$ cat src/rtl/dcache_load_arbiter.sv
// Load-port arbiter between the CPU and the prefetcher in front of one wt_dcache load port.
// Pipelines the index/tag handshake and routes in-order rvalids through an ownership FIFO.

package dcache_load_arbiter_pkg;

  localparam int unsigned IndexW = 12;
  localparam int unsigned TagW   = 44;
  localparam int unsigned DataW  = 64;
  localparam int unsigned BeW    = DataW / 8;

  typedef struct packed {
    logic [IndexW-1:0] address_index;
    logic [TagW-1:0]   address_tag;
    logic [DataW-1:0]  data_wdata;
    logic              data_req;
    logic              data_we;
    logic [BeW-1:0]    data_be;
    logic [1:0]        data_size;
    logic              kill_req;
    logic              tag_valid;
  } dcache_req_i_t;

  typedef struct packed {
    logic             data_gnt;
    logic             data_rvalid;
    logic [DataW-1:0] data_rdata;
  } dcache_req_o_t;

  typedef enum logic [1:0] {
    OWN_NONE = 2'd0,
    OWN_CPU  = 2'd1,
    OWN_PF   = 2'd2
  } owner_e;

endpackage

module dcache_load_arbiter
  import dcache_load_arbiter_pkg::*;
#(
  parameter int unsigned MaxOutstanding = 4,
  parameter int unsigned StarveLimit    = 64
) (
  input  logic          clk,
  input  logic          rst_i,
  input  dcache_req_i_t cpu_req_i,
  output dcache_req_o_t cpu_rsp_o,
  input  dcache_req_i_t pf_req_i,
  output dcache_req_o_t pf_rsp_o,
  output dcache_req_i_t cache_req_o,
  input  dcache_req_o_t cache_rsp_i,
  output logic [31:0]   pf_grants_o,
  output logic          rsp_err_o
);

  localparam int unsigned PtrW    = $clog2(MaxOutstanding);
  localparam int unsigned CntW    = PtrW + 1;
  localparam int unsigned StarveW = $clog2(StarveLimit + 1);

  // Ownership FIFO: one bit per outstanding load, 1 = prefetcher
  logic [MaxOutstanding-1:0] own_mem_q, own_mem_d;
  logic [PtrW-1:0]           wr_ptr_q, wr_ptr_d;
  logic [PtrW-1:0]           rd_ptr_q, rd_ptr_d;
  logic [CntW-1:0]           count_q, count_d;
  owner_e                    tag_owner_q, tag_owner_d;
  logic [StarveW-1:0]        starve_q, starve_d;
  logic [31:0]               pf_grants_q, pf_grants_d;
  logic                      rsp_err_q, rsp_err_d;

  logic              pf_win;
  logic              cpu_win;
  logic              fifo_full;
  logic              req_fwd;
  logic              gnt;
  logic              pf_gnt;
  logic              pop;
  logic              fifo_empty;
  logic              head_is_pf;
  logic              tag_valid_sel;
  logic              kill_sel;
  logic [TagW-1:0]   tag_sel;
  logic              kill_eff;
  logic [PtrW-1:0]   wr_addr;

  // Write data and write enable are never used on this load-only port
  logic unused_inputs;
  assign unused_inputs = ^{cpu_req_i.data_wdata, cpu_req_i.data_we,
                           pf_req_i.data_wdata, pf_req_i.data_we};

  // Request-phase winner and grant qualification
  always_comb begin
    fifo_full  = (count_q == CntW'(MaxOutstanding));
    fifo_empty = (count_q == '0);
    pf_win     = pf_req_i.data_req &&
                 (!cpu_req_i.data_req || (starve_q == StarveW'(StarveLimit)));
    cpu_win    = !pf_win && cpu_req_i.data_req;
    req_fwd    = (pf_win || cpu_win) && !fifo_full;
    gnt        = req_fwd && cache_rsp_i.data_gnt;
    pf_gnt     = gnt && pf_win;
    pop        = cache_rsp_i.data_rvalid && !fifo_empty;
    head_is_pf = own_mem_q[rd_ptr_q];
  end

  // Tag-phase source follows the requester granted last cycle
  always_comb begin
    tag_valid_sel = 1'b0;
    kill_sel      = 1'b0;
    tag_sel       = '0;
    unique case (tag_owner_q)
      OWN_CPU: begin
        tag_valid_sel = cpu_req_i.tag_valid;
        kill_sel      = cpu_req_i.kill_req;
        tag_sel       = cpu_req_i.address_tag;
      end
      OWN_PF: begin
        tag_valid_sel = pf_req_i.tag_valid;
        kill_sel      = pf_req_i.kill_req;
        tag_sel       = pf_req_i.address_tag;
      end
      default: ;
    endcase
    // A kill can never remove more entries than remain after the head pop
    kill_eff = tag_valid_sel && kill_sel && (count_q > CntW'(pop));
  end

  // Request towards the cache
  always_comb begin
    cache_req_o = '0;
    if (pf_win) begin
      cache_req_o.address_index = pf_req_i.address_index;
      cache_req_o.data_be       = pf_req_i.data_be;
      cache_req_o.data_size     = pf_req_i.data_size;
    end else if (cpu_win) begin
      cache_req_o.address_index = cpu_req_i.address_index;
      cache_req_o.data_be       = cpu_req_i.data_be;
      cache_req_o.data_size     = cpu_req_i.data_size;
    end
    cache_req_o.data_req    = req_fwd;
    cache_req_o.address_tag = tag_sel;
    cache_req_o.tag_valid   = tag_valid_sel;
    cache_req_o.kill_req    = kill_sel;
  end

  // Grant and response routing back to the requesters
  always_comb begin
    cpu_rsp_o          = '0;
    pf_rsp_o           = '0;
    cpu_rsp_o.data_gnt = gnt && cpu_win;
    pf_rsp_o.data_gnt  = pf_gnt;
    if (pop) begin
      if (head_is_pf) begin
        pf_rsp_o.data_rvalid  = 1'b1;
        pf_rsp_o.data_rdata   = cache_rsp_i.data_rdata;
      end else begin
        cpu_rsp_o.data_rvalid = 1'b1;
        cpu_rsp_o.data_rdata  = cache_rsp_i.data_rdata;
      end
    end
  end

  // Next-state: FIFO, tag owner, starvation and statistics
  always_comb begin
    own_mem_d   = own_mem_q;
    wr_ptr_d    = wr_ptr_q;
    rd_ptr_d    = rd_ptr_q;
    count_d     = count_q;
    tag_owner_d = OWN_NONE;
    starve_d    = '0;
    pf_grants_d = pf_grants_q;
    rsp_err_d   = rsp_err_q;

    // A push in the kill cycle overwrites the killed slot instead of advancing
    wr_addr = kill_eff ? (wr_ptr_q - PtrW'(1)) : wr_ptr_q;
    if (gnt) begin
      own_mem_d[wr_addr] = pf_win;
      tag_owner_d        = pf_win ? OWN_PF : OWN_CPU;
    end
    wr_ptr_d = wr_ptr_q + PtrW'(gnt) - PtrW'(kill_eff);
    rd_ptr_d = rd_ptr_q + PtrW'(pop);
    count_d  = count_q + CntW'(gnt) - CntW'(pop) - CntW'(kill_eff);

    if (pf_req_i.data_req && !pf_gnt) begin
      starve_d = (starve_q == StarveW'(StarveLimit)) ? starve_q : starve_q + StarveW'(1);
    end

    if (pf_gnt && (pf_grants_q != 32'hFFFF_FFFF)) begin
      pf_grants_d = pf_grants_q + 32'd1;
    end

    if (cache_rsp_i.data_rvalid && fifo_empty) begin
      rsp_err_d = 1'b1;
    end
  end

  always_ff @(posedge clk or posedge rst_i) begin
    if (rst_i) begin
      own_mem_q   <= '0;
      wr_ptr_q    <= '0;
      rd_ptr_q    <= '0;
      count_q     <= '0;
      tag_owner_q <= OWN_NONE;
      starve_q    <= '0;
      pf_grants_q <= '0;
      rsp_err_q   <= 1'b0;
    end else begin
      own_mem_q   <= own_mem_d;
      wr_ptr_q    <= wr_ptr_d;
      rd_ptr_q    <= rd_ptr_d;
      count_q     <= count_d;
      tag_owner_q <= tag_owner_d;
      starve_q    <= starve_d;
      pf_grants_q <= pf_grants_d;
      rsp_err_q   <= rsp_err_d;
    end
  end

  assign pf_grants_o = pf_grants_q;
  assign rsp_err_o   = rsp_err_q;

endmodule

$ cat config.mk
export PLATFORM = sky130hd
export DESIGN_NAME = dcache_load_arbiter
export DESIGN_NICKNAME = d
export VERILOG_FILES = /design/src/rtl/dcache_load_arbiter.sv
export SDC_FILE = /design/constraint.sdc
export NUM_CORES = 1
export LEC_CHECK = 0
export BUFFER_PORTS_ARGS = -buffer_cell sky130_fd_sc_hd__buf_2
export CORE_AREA = 2 2 246 248
export CTS_CLUSTER_DIAMETER = 80
export DETAILED_ROUTE_END_ITERATION = 10
export DIE_AREA = 0 0 248 250
export PLACE_DENSITY = 0.39
export SYNTH_ARGS = -nofsm -noshare
export SYNTH_HDL_FRONTEND = slang
export SYNTH_SLANG_ARGS = --single-unit
export TNS_END_PERCENT = 50
$ cat constraint.sdc
create_clock -name clk -period 3.6 [get_ports clk]
set_clock_uncertainty 0.2 [all_clocks]
set_input_delay 0.54 -clock clk [delete_from_list [all_inputs] [get_ports clk]]
set_output_delay 0.54 -clock clk [all_outputs]
set_load 0.005 [all_outputs]
After elaboration in Yosys (flattened, before gate mapping)
Cells that the tools add are included.
{"block": "classes", "addsub": 9, "mul": 0, "div_mod_pow": 0, "order_cmp": 4, "n_eq_ne": 6, "shifts": 0, "n_mux": 21, "n_bitwise": 0, "reduce_logical": 21}
{"cell": "$mux W65", "n": 4}
{"cell": "$pmux W44 S2", "n": 1}
{"cell": "$add A32 B1 Y32 const B", "n": 1}
{"cell": "$ne A32 B32 Y1 const B", "n": 1}
{"cell": "$mux W12", "n": 2}
{"cell": "$mux W10", "n": 2}
{"cell": "$mux W7", "n": 2}
{"cell": "$logic_and A1 B1 Y1", "n": 13}
{"cell": "$add A7 B1 Y7 const B", "n": 1}
{"cell": "$eq A7 B7 Y1 const B", "n": 1}
{"cell": "$lt A2 B3 Y1 const B", "n": 2}
{"cell": "$mux W2", "n": 3}
{"cell": "$sub A3 B1 Y3", "n": 2}
{"cell": "$logic_not A1 Y1", "n": 5}
{"cell": "$add A2 B1 Y2", "n": 2}
{"cell": "$bwmux W4", "n": 1}
{"cell": "$pmux W1 S2", "n": 2}
{"cell": "$add A3 B1 Y3", "n": 1}
{"cell": "$eq A3 B3 Y1 const B", "n": 1}
{"cell": "$gt A3 B1 Y1", "n": 1}
{"cell": "$logic_not A3 Y1", "n": 1}
{"cell": "$bmux W1 S2", "n": 1}
{"cell": "$demux W1 S2", "n": 1}
{"cell": "$eq A2 B1 Y1 const B", "n": 1}
{"cell": "7 further kinds", "n": 9}
{"block": "word_totals", "reg_bits": 53, "latch_bits": 0, "ram_bits": 0, "romBits": 0, "wordCells": 69, "n_memories": 0}

Longest topological paths before layout
Gate-level depths: netlist of the first run.
{"block": "logic_depth", "word_depth": 12, "depth_mapped": 12}

Worst setup path before layout of the first run
Ideal clock, no wire load.
{"block": "synth_path", "kind": "reg-to-reg", "from": "register count_q[1]", "to": "register count_q[2]", "arrival_time_ps": 2977, "required_time_ps": 3320, "setup_slack_ps": 344, "path_stages_with_launch": 13, "period_less_slack_ps": 3256, "cell_sequence": "dfrtp_1 nor3_1 nand2b_1 inv_1 ha_1 or2_2 a2111oi_4 fa_1 inv_1 ha_1 ha_1 xnor2_1 xnor2_1"}
{"block": "synth_between", "elab_chain_cells": 7, "word_cells_on_any_way": 12}
{"item": "start, declared", "line": "63", "source": "logic [CntW-1:0] count_q, count_d;"}
{"item": "start signal, assigned", "line": "208", "source": "count_q <= count_d;"}
{"item": "$eq A3 B3 Y1", "line": "91", "source": "fifo_full = (count_q == CntW'(MaxOutstanding));"}
{"item": "$logic_not A1 Y1", "line": "96", "source": "req_fwd = (pf_win || cpu_win) && !fifo_full;"}
{"item": "$logic_and A1 B1 Y1", "line": "96"}
{"item": "$logic_and A1 B1 Y1", "line": "97", "source": "gnt = req_fwd && cache_rsp_i.data_gnt;"}
{"item": "$add A3 B1 Y3", "line": "179", "source": "count_d = count_q + CntW'(gnt) - CntW'(pop) - CntW'(kill_eff);"}
{"item": "$sub A3 B1 Y3", "line": "179"}
{"item": "$sub A3 B1 Y3 (*)", "line": "179"}
{"item": "via count_d[2]", "line": "63"}
Mark *: on every way through the listed nets, which the timed path passes. The rest lies on a longest branch.
A chain may end at the register's enable or synchronous reset.

Worst setup path after layout of the first run
Ends and elaborated chain as after synthesis.

==> results of run 1 <==
-- worst paths after layout --
path | startpoint | endpoint | slack [ps] | depth (start not counted)
max | count_q[1] | count_q[2] | 260 | 12
min | rst_i | pf_grants_o[10] | 130 | 2
max reg2reg | count_q[1] | count_q[2] | 260 | 12
min reg2reg | rsp_err_o | rsp_err_o | 260 | 1
max in group asynchronous | rst_i | own_mem_q[3] | 2410 | 3
min in group clk | rsp_err_o | rsp_err_o | 260 | 1
-- cell usage after synthesis (all sizes together), types with 2 or more instances --
| cell | number |
|---|---|
| a21o | 2 |
| a21oi | 4 |
| a22oi | 46 |
| and2 | 130 |
| and3 | 5 |
| and4 | 7 |
| buf | 84 |
| clkbuf | 28 |
| dfrtp | 53 |
| ha | 12 |
| inv | 14 |
| mux2 | 3 |
| nand2 | 59 |
| nand2b | 4 |
| nand3 | 19 |
| nand3b | 2 |
| nand4 | 9 |
| nor2 | 62 |
| nor2b | 5 |
| nor3 | 11 |
| nor3b | 2 |
| nor4 | 8 |
| nor4b | 2 |
| o21a | 2 |
| o21ai | 24 |
| or2 | 2 |
| or3 | 3 |
| or3b | 2 |
| or4 | 2 |
| xnor2 | 19 |
| xor2 | 23 |
-- power groups by stage --
stage          registers (uW)  logic [uW]  clock network (uW)
2_1_floorplan             776         953                   0
3_3_place_gp              808        1660                   0
3_5_place_dp              810        1660                   0
4_1_cts                   799        1670                 578
5_1_grt                   820        1850                 610
6_report                  798        1630                 560
-- registers in the layout, indices dropped and copies added (netlist names) --
name	flops
pf_grants_o	32
own_mem_q	4
count_q	3
starve_q	7
tag_owner_q	2
rsp_err_o	1
rd_ptr_q	2
wr_ptr_q	2
-- kinds of logic after synthesis --
group,count (synthesis),share of synthesized area [%]
other cells,1,0.0729
xor+xnor,42,7.15
buf+inv,126,14.6
compound gates,85,11.5
simple gates,337,36.3
flops,53,25.8
mux,5,1.36
fa+ha+maj,13,3.31
-- per-layer routing --
layer	global-route usage (%)	up-vias	part of all wire, %
met5	0	-	0.18
met2	11.5	294	51
met3	1.16	20	8.5
li1	-	2905	-
met1	6.90	2714	39
met4	0.992	6	1.3
-- area by class of cell --
| cell class | count | share of cell area [%] |
|---|---|---|
| repair buffers | 454 | 28.3 |
| multi-input cells | 547 | 40.7 |
| flip-flops and latches | 53 | 16.2 |
| diodes | 1 | 0.0306 |
| clock buffers | 5 | 1.53 |
| clock inverters | 3 | 0.536 |
| inverters | 14 | 0.644 |
| well taps | 782 | 12.0 |
-- per-stage QoR --
step                      area [sq um]  worst slack (ps)  total power, uW  cells
after floorplan                   5390               344             1730    726
after global placement            7990               212             2470   1850
after detailed placement          7990               197             2470   1850
after CTS                         8160               184             3040   1858
after global routing              8170              54.2             3280   1859
final                             8170               263             2980   1859
==> summary.md, run 1 <==
| Metric | Value |
|---|---|
| Status | `complete, no violations` |
| Synth Instances | `662` |
| Seq/Total Area, Yosys | `25.8%` |
| Global placement routability congestion | `0.735` |
| Vias in the first global route | `5,351` |
| Yosys top cell area share | `25.8%` |
| Initial core utilization | `8.64%` |
| Post-route clock period utilization | `92.7%` |
| Slew headroom | `32.4%` |
| Worst-Skew Late Latency | `300 ps` |
| Clock transition at the registers of the reported paths | `80 ps` |
| #FFs+latches synth | `53` |
| Worst hold-check path type | `in2async` |
| Netlist Area Pre-Place | `5150 sq um` |
| Clock network fraction of total power | `18.8%` |
| DRT iter0 DRCs | `217` |
| Ports | `635` |
| Post-synth EDFFs | `0` |
| Vias/cell | `3.19` |
| Drt pass-1 iters | `5` |
| GRT overflow | `0` |
| Peak supply drop | `0.230 mV` |
| TritonCTS buffer count | `5` |
| Rows | `90` |
| Crit. End Element | `flip-flop` |
| Detailed Route WL | `21.0 mm` |
| Largest net degree at the start of global routing | `66` |
| Yosys cell types | `61` |
| Pwr dens | `365 nW/um^2` |
| Die W | `248 microns` |
| Worst-path fanout max | `4` |
| Psw | `1170 uW` |
| Total track usage | `6.03%` |
| Fillcell total | `6,858` |
| Pleak | `0.00434 uW` |
| Pint | `1810 uW` |
| Hold WS | `134 ps` |
| Top cell by count, worst path | `ha_1` |
| Initial antenna violation count | `6` |
| Total Die Area | `62,000 sq um` |
| Hold buffers post-CTS | `0` |
| First-pass GRT wire length | `29.4 mm` |
| Layout Utilization | `13.7%` |
| DPL Wire Length | `17.4 mm` |
| Antenna-violating nets left | `0` |
| Layout area overhead | `58.7%` |
| Min cycle time layout | `3340 ps` |
| Max Transition Viols Final | `0` |
| Post-CTS Setup Inserts | `0` |
| Critical Path Start Type | `flip-flop` |
| Nets | `1,424` |
| Post-DR wirelength/cell | `11.3 microns` |
| CP delay by family, top | `adder cells` |
| TNS Setup | `0 ps` |
| Layout cells sized above 1 | `45.4%` |
| Area occupied by multi-input gates | `3330 sq um` |
| Ordered cell list for the critical path | `nor3_1 > nand2b_1 > inv_1 > ha_1 > or2_2 > a2111oi_4 > fa_1 > inv_1 > ha_1 > ha_1 > xnor2_1 > xnor2_1` |
| Buffers plus inverters on the worst setup path | `2` |
| Top post-synthesis cells by area | `dfrtp_1 (26%), and2_1 (16%), buf_4 (10%)` |
| Root buffer cell | `clkbuf_16` |
| Post-synth top area cell | `dfrtp_1` |
| Final Hold Fails | `0` |
| Sw Ratio | `39.3%` |
| IO Port Bufs | `439` |
| Dominant synthesized flop cell | `dfrtp_1` |
| Fraction of registers with async set/reset | `100%` |
| Critical Path AT | `3340 ps` |
| CTS HTree Levels | `2` |
| Die Y | `250 microns` |
| FF+latch area | `1330 sq um` |
| CTS sink count | `53` |
| Fmax | `300 MHz` |
| RSZ-0062 raised after global routing | `no` |
| Final Setup Violations | `0` |
| CTS tree | `built` |
| # Max-Cap Violations | `0` |
| Critical path's slowest cell | `fa_1` |
| Mean post-synth cell area | `7.77 sq um` |
| Worst slew pin tran | `1010 ps` |
| Yosys warnings | `0` |
| Clock tree buffer depth | `2` |
| Post_cts resized | `0` |
| Crit path largest cell delay | `500 ps` |
| Area of the core | `59,600 sq um` |
| Residual DRC | `0` |
| Most frequent cells in the layout | `buf_2 (439), and2_1 (128), conb_1 (65), nor2_1 (60), nand2_1 (59)` |
| Req. time, crit path | `3610 ps` |
| Crit path kind | `reg2reg` |
| Combinational power share | `54.5%` |
| Via count | `5,939` |
| Most common cell after layout, fill and taps aside | `buf_2` |
| Seq pwr share | `26.7%` |
(Power assumes the default switching activity.)
==> run 2, diff against run 1 <==
- CELL_PAD_IN_SITES_DETAIL_PLACEMENT: not set -> 1
- CELL_PAD_IN_SITES_GLOBAL_PLACEMENT: not set -> 2
- CORE_AREA: 2 2 246 248 -> 2 2 245 247
- DIE_AREA: 0 0 248 250 -> 0 0 247 249
- PLACE_DENSITY: 0.39 -> 0.63
- clock period: 3.6 -> 3.21 ns (I/O delays scaled with it)
==> run 2 against run 1 <==
Combinational power rose by 25%. Clock power rose by 9.8%. Critical path depth did not move. Critical path type unchanged. Largest cell class unchanged. Largest power group unchanged.
==> summary.md, run 2 (same netlist as run 1, synthesis figures left out) <==
| Metric | Value |
|---|---|
| Clock network fraction of total power | `17.4%` |
| Rows | `89` |
| Max reg flops | `32` |
| Area occupied by multi-input gates | `3370 sq um` |
| DRT iter0 DRCs | `193` |
| Clock tree buffer depth | `2` |
| IO Port Bufs | `439` |
| Ant diodes | `0` |
| Req. time, crit path | `3230 ps` |
| Hold buffers post-CTS | `0` |
| R2R cell count | `12` |
| Fmax | `325 MHz` |
| Final cell count without fillers | `1,857` |
| Residual DRC | `0` |
| Pint | `2130 uW` |
| Worst-Skew Late Latency | `290 ps` |
| Worst slew pin tran | `709 ps` |
| Layout cells sized above 1 | `46.4%` |
| Placed Area | `8050 sq um` |
| Most frequent cells in the layout | `buf_2 (439), and2_1 (128), conb_1 (65), nor2_1 (60), nand2_1 (59)` |
| Nets | `1,433` |
| Final Hold Fails | `0` |
| Most common cell after layout, fill and taps aside | `buf_2` |
| CTS HTree Levels | `2` |
| Seq pwr share | `25.4%` |
| Psw | `1410 uW` |
| Critical Path AT | `3090 ps` |
| Area of the core | `58,700 sq um` |
| Vias/cell | `3.27` |
| Root buffer cell | `clkbuf_16` |
| CTS sink count | `53` |
| Drt pass-1 iters | `4` |
| Clock transition at the registers of the reported paths | `70 ps` |
| Power Total | `3540 uW` |
| RSZ-0062 raised after global routing | `no` |
| # Max-Cap Violations | `0` |
| Total track usage | `7.18%` |
| Status | `complete, no violations` |
| Placed cell count | `1,846` |
| Initial antenna violation count | `3` |
| Max Transition Viols Final | `0` |
| Critical Path Start Type | `flip-flop` |
| Via count | `6,071` |
| Ports | `635` |
| Crit path kind | `reg2reg` |
| DPL Wire Length | `20.2 mm` |
| Final Setup Violations | `0` |
| Initial core utilization | `8.77%` |
| Sw Ratio | `39.9%` |
| Layout area overhead | `61.0%` |
| First-pass GRT wire length | `35.4 mm` |
| GRT overflow | `0` |
| Largest net degree at the start of global routing | `66` |
| Worst hold-check path type | `in2async` |
| Total Die Area | `61,500 sq um` |
| Global placement routability congestion | `0.741` |
| Post-DR wirelength/cell | `13.2 microns` |
| Post-route clock period utilization | `95.7%` |
| Peak supply drop | `0.245 mV` |
| Reg2reg setup slack | `140 ps` |
| Combinational power share | `57.3%` |
| Detailed Route WL | `24.4 mm` |
| Fillcell total | `7,241` |
| Min cycle time layout | `3070 ps` |
| Layout Utilization | `14.1%` |
| Die Y | `249 microns` |
| Worst-path fanout max | `2` |
| Vias in the first global route | `5,989` |
| Antenna-violating nets left | `0` |
| Pleak | `0.00439 uW` |
| Slew headroom | `52.8%` |
| CTS tree | `built` |
| Pwr dens | `428 nW/um^2` |
| TritonCTS buffer count | `5` |
| Die W | `247 microns` |
| FF+latch area | `1330 sq um` |
| TNS Setup | `0 ps` |
| Final std cell area, no fill | `8280 sq um` |
| Crit. End Element | `flip-flop` |
[run 2: worst paths after layout]
kind / startpoint / to
hold reg to reg: rsp_err_o / rsp_err_o
max in group asynchronous: rst_i / own_mem_q[2]
setup / recovery: count_q[1] / count_q[2]
hold / removal: rst_i / pf_grants_o[6]
min in group clk: cache_rsp_i[64] / rsp_err_o
setup reg to reg: count_q[1] / count_q[2]
[run 2: metal layers]
metal	global-route usage [%]	vias to the layer above	wire (microns)
li1	-	2915	-
met1	8.36	2872	9850
met2	14.1	265	12600
met3	1.14	15	1830
met4	0.430	4	77
met5	0	-	23
[run 2: power groups by stage]
| stage | clock, uW | sequential (uW) | combinational, uW |
|---|---|---|---|
| 2_1_floorplan | 0 | 870 | 1070 |
| 3_3_place_gp | 0 | 900 | 1970 |
| 3_5_place_dp | 0 | 913 | 2000 |
| 4_1_cts | 638 | 903 | 2090 |
| 5_1_grt | 655 | 920 | 2270 |
| 6_report | 615 | 899 | 2030 |
[run 2: through the flow]
stage	setup WS (ps)	hold slack (ps)
finish	137	199
floorplan	7.11	246
global placement	-7.22	244
global route	8.79	281
CTS	27.3	245
detailed placement	-71.1	255
[run 2: timing repair]
action                     in CTS  in global routing
gates resized for setup         8                  1
pin swaps                       5                  3
setup endpoints to repair       1                  1
setup buffers                   4                  0
[run 2: worst max-delay path: stages (launching register included)]
cell	delay [ps]
dfrtp_1	400
nor3_2	230
nand2b_4	170
inv_1	60
ha_1	270
or2_4	240
a2111oi_4	340
fa_1	490
inv_2	80
ha_4	130
ha_4	140
xnor2_2	100
xnor2_1	130
[run 2: layout make-up]
type,count,area share (%)
tap,773,11.7
multi-input combinational,547,40.7
timing repair buffer,463,29.0
clock inverter,2,0.423
clock buffer,5,1.51
sequential,53,16.0
inverter,14,0.634
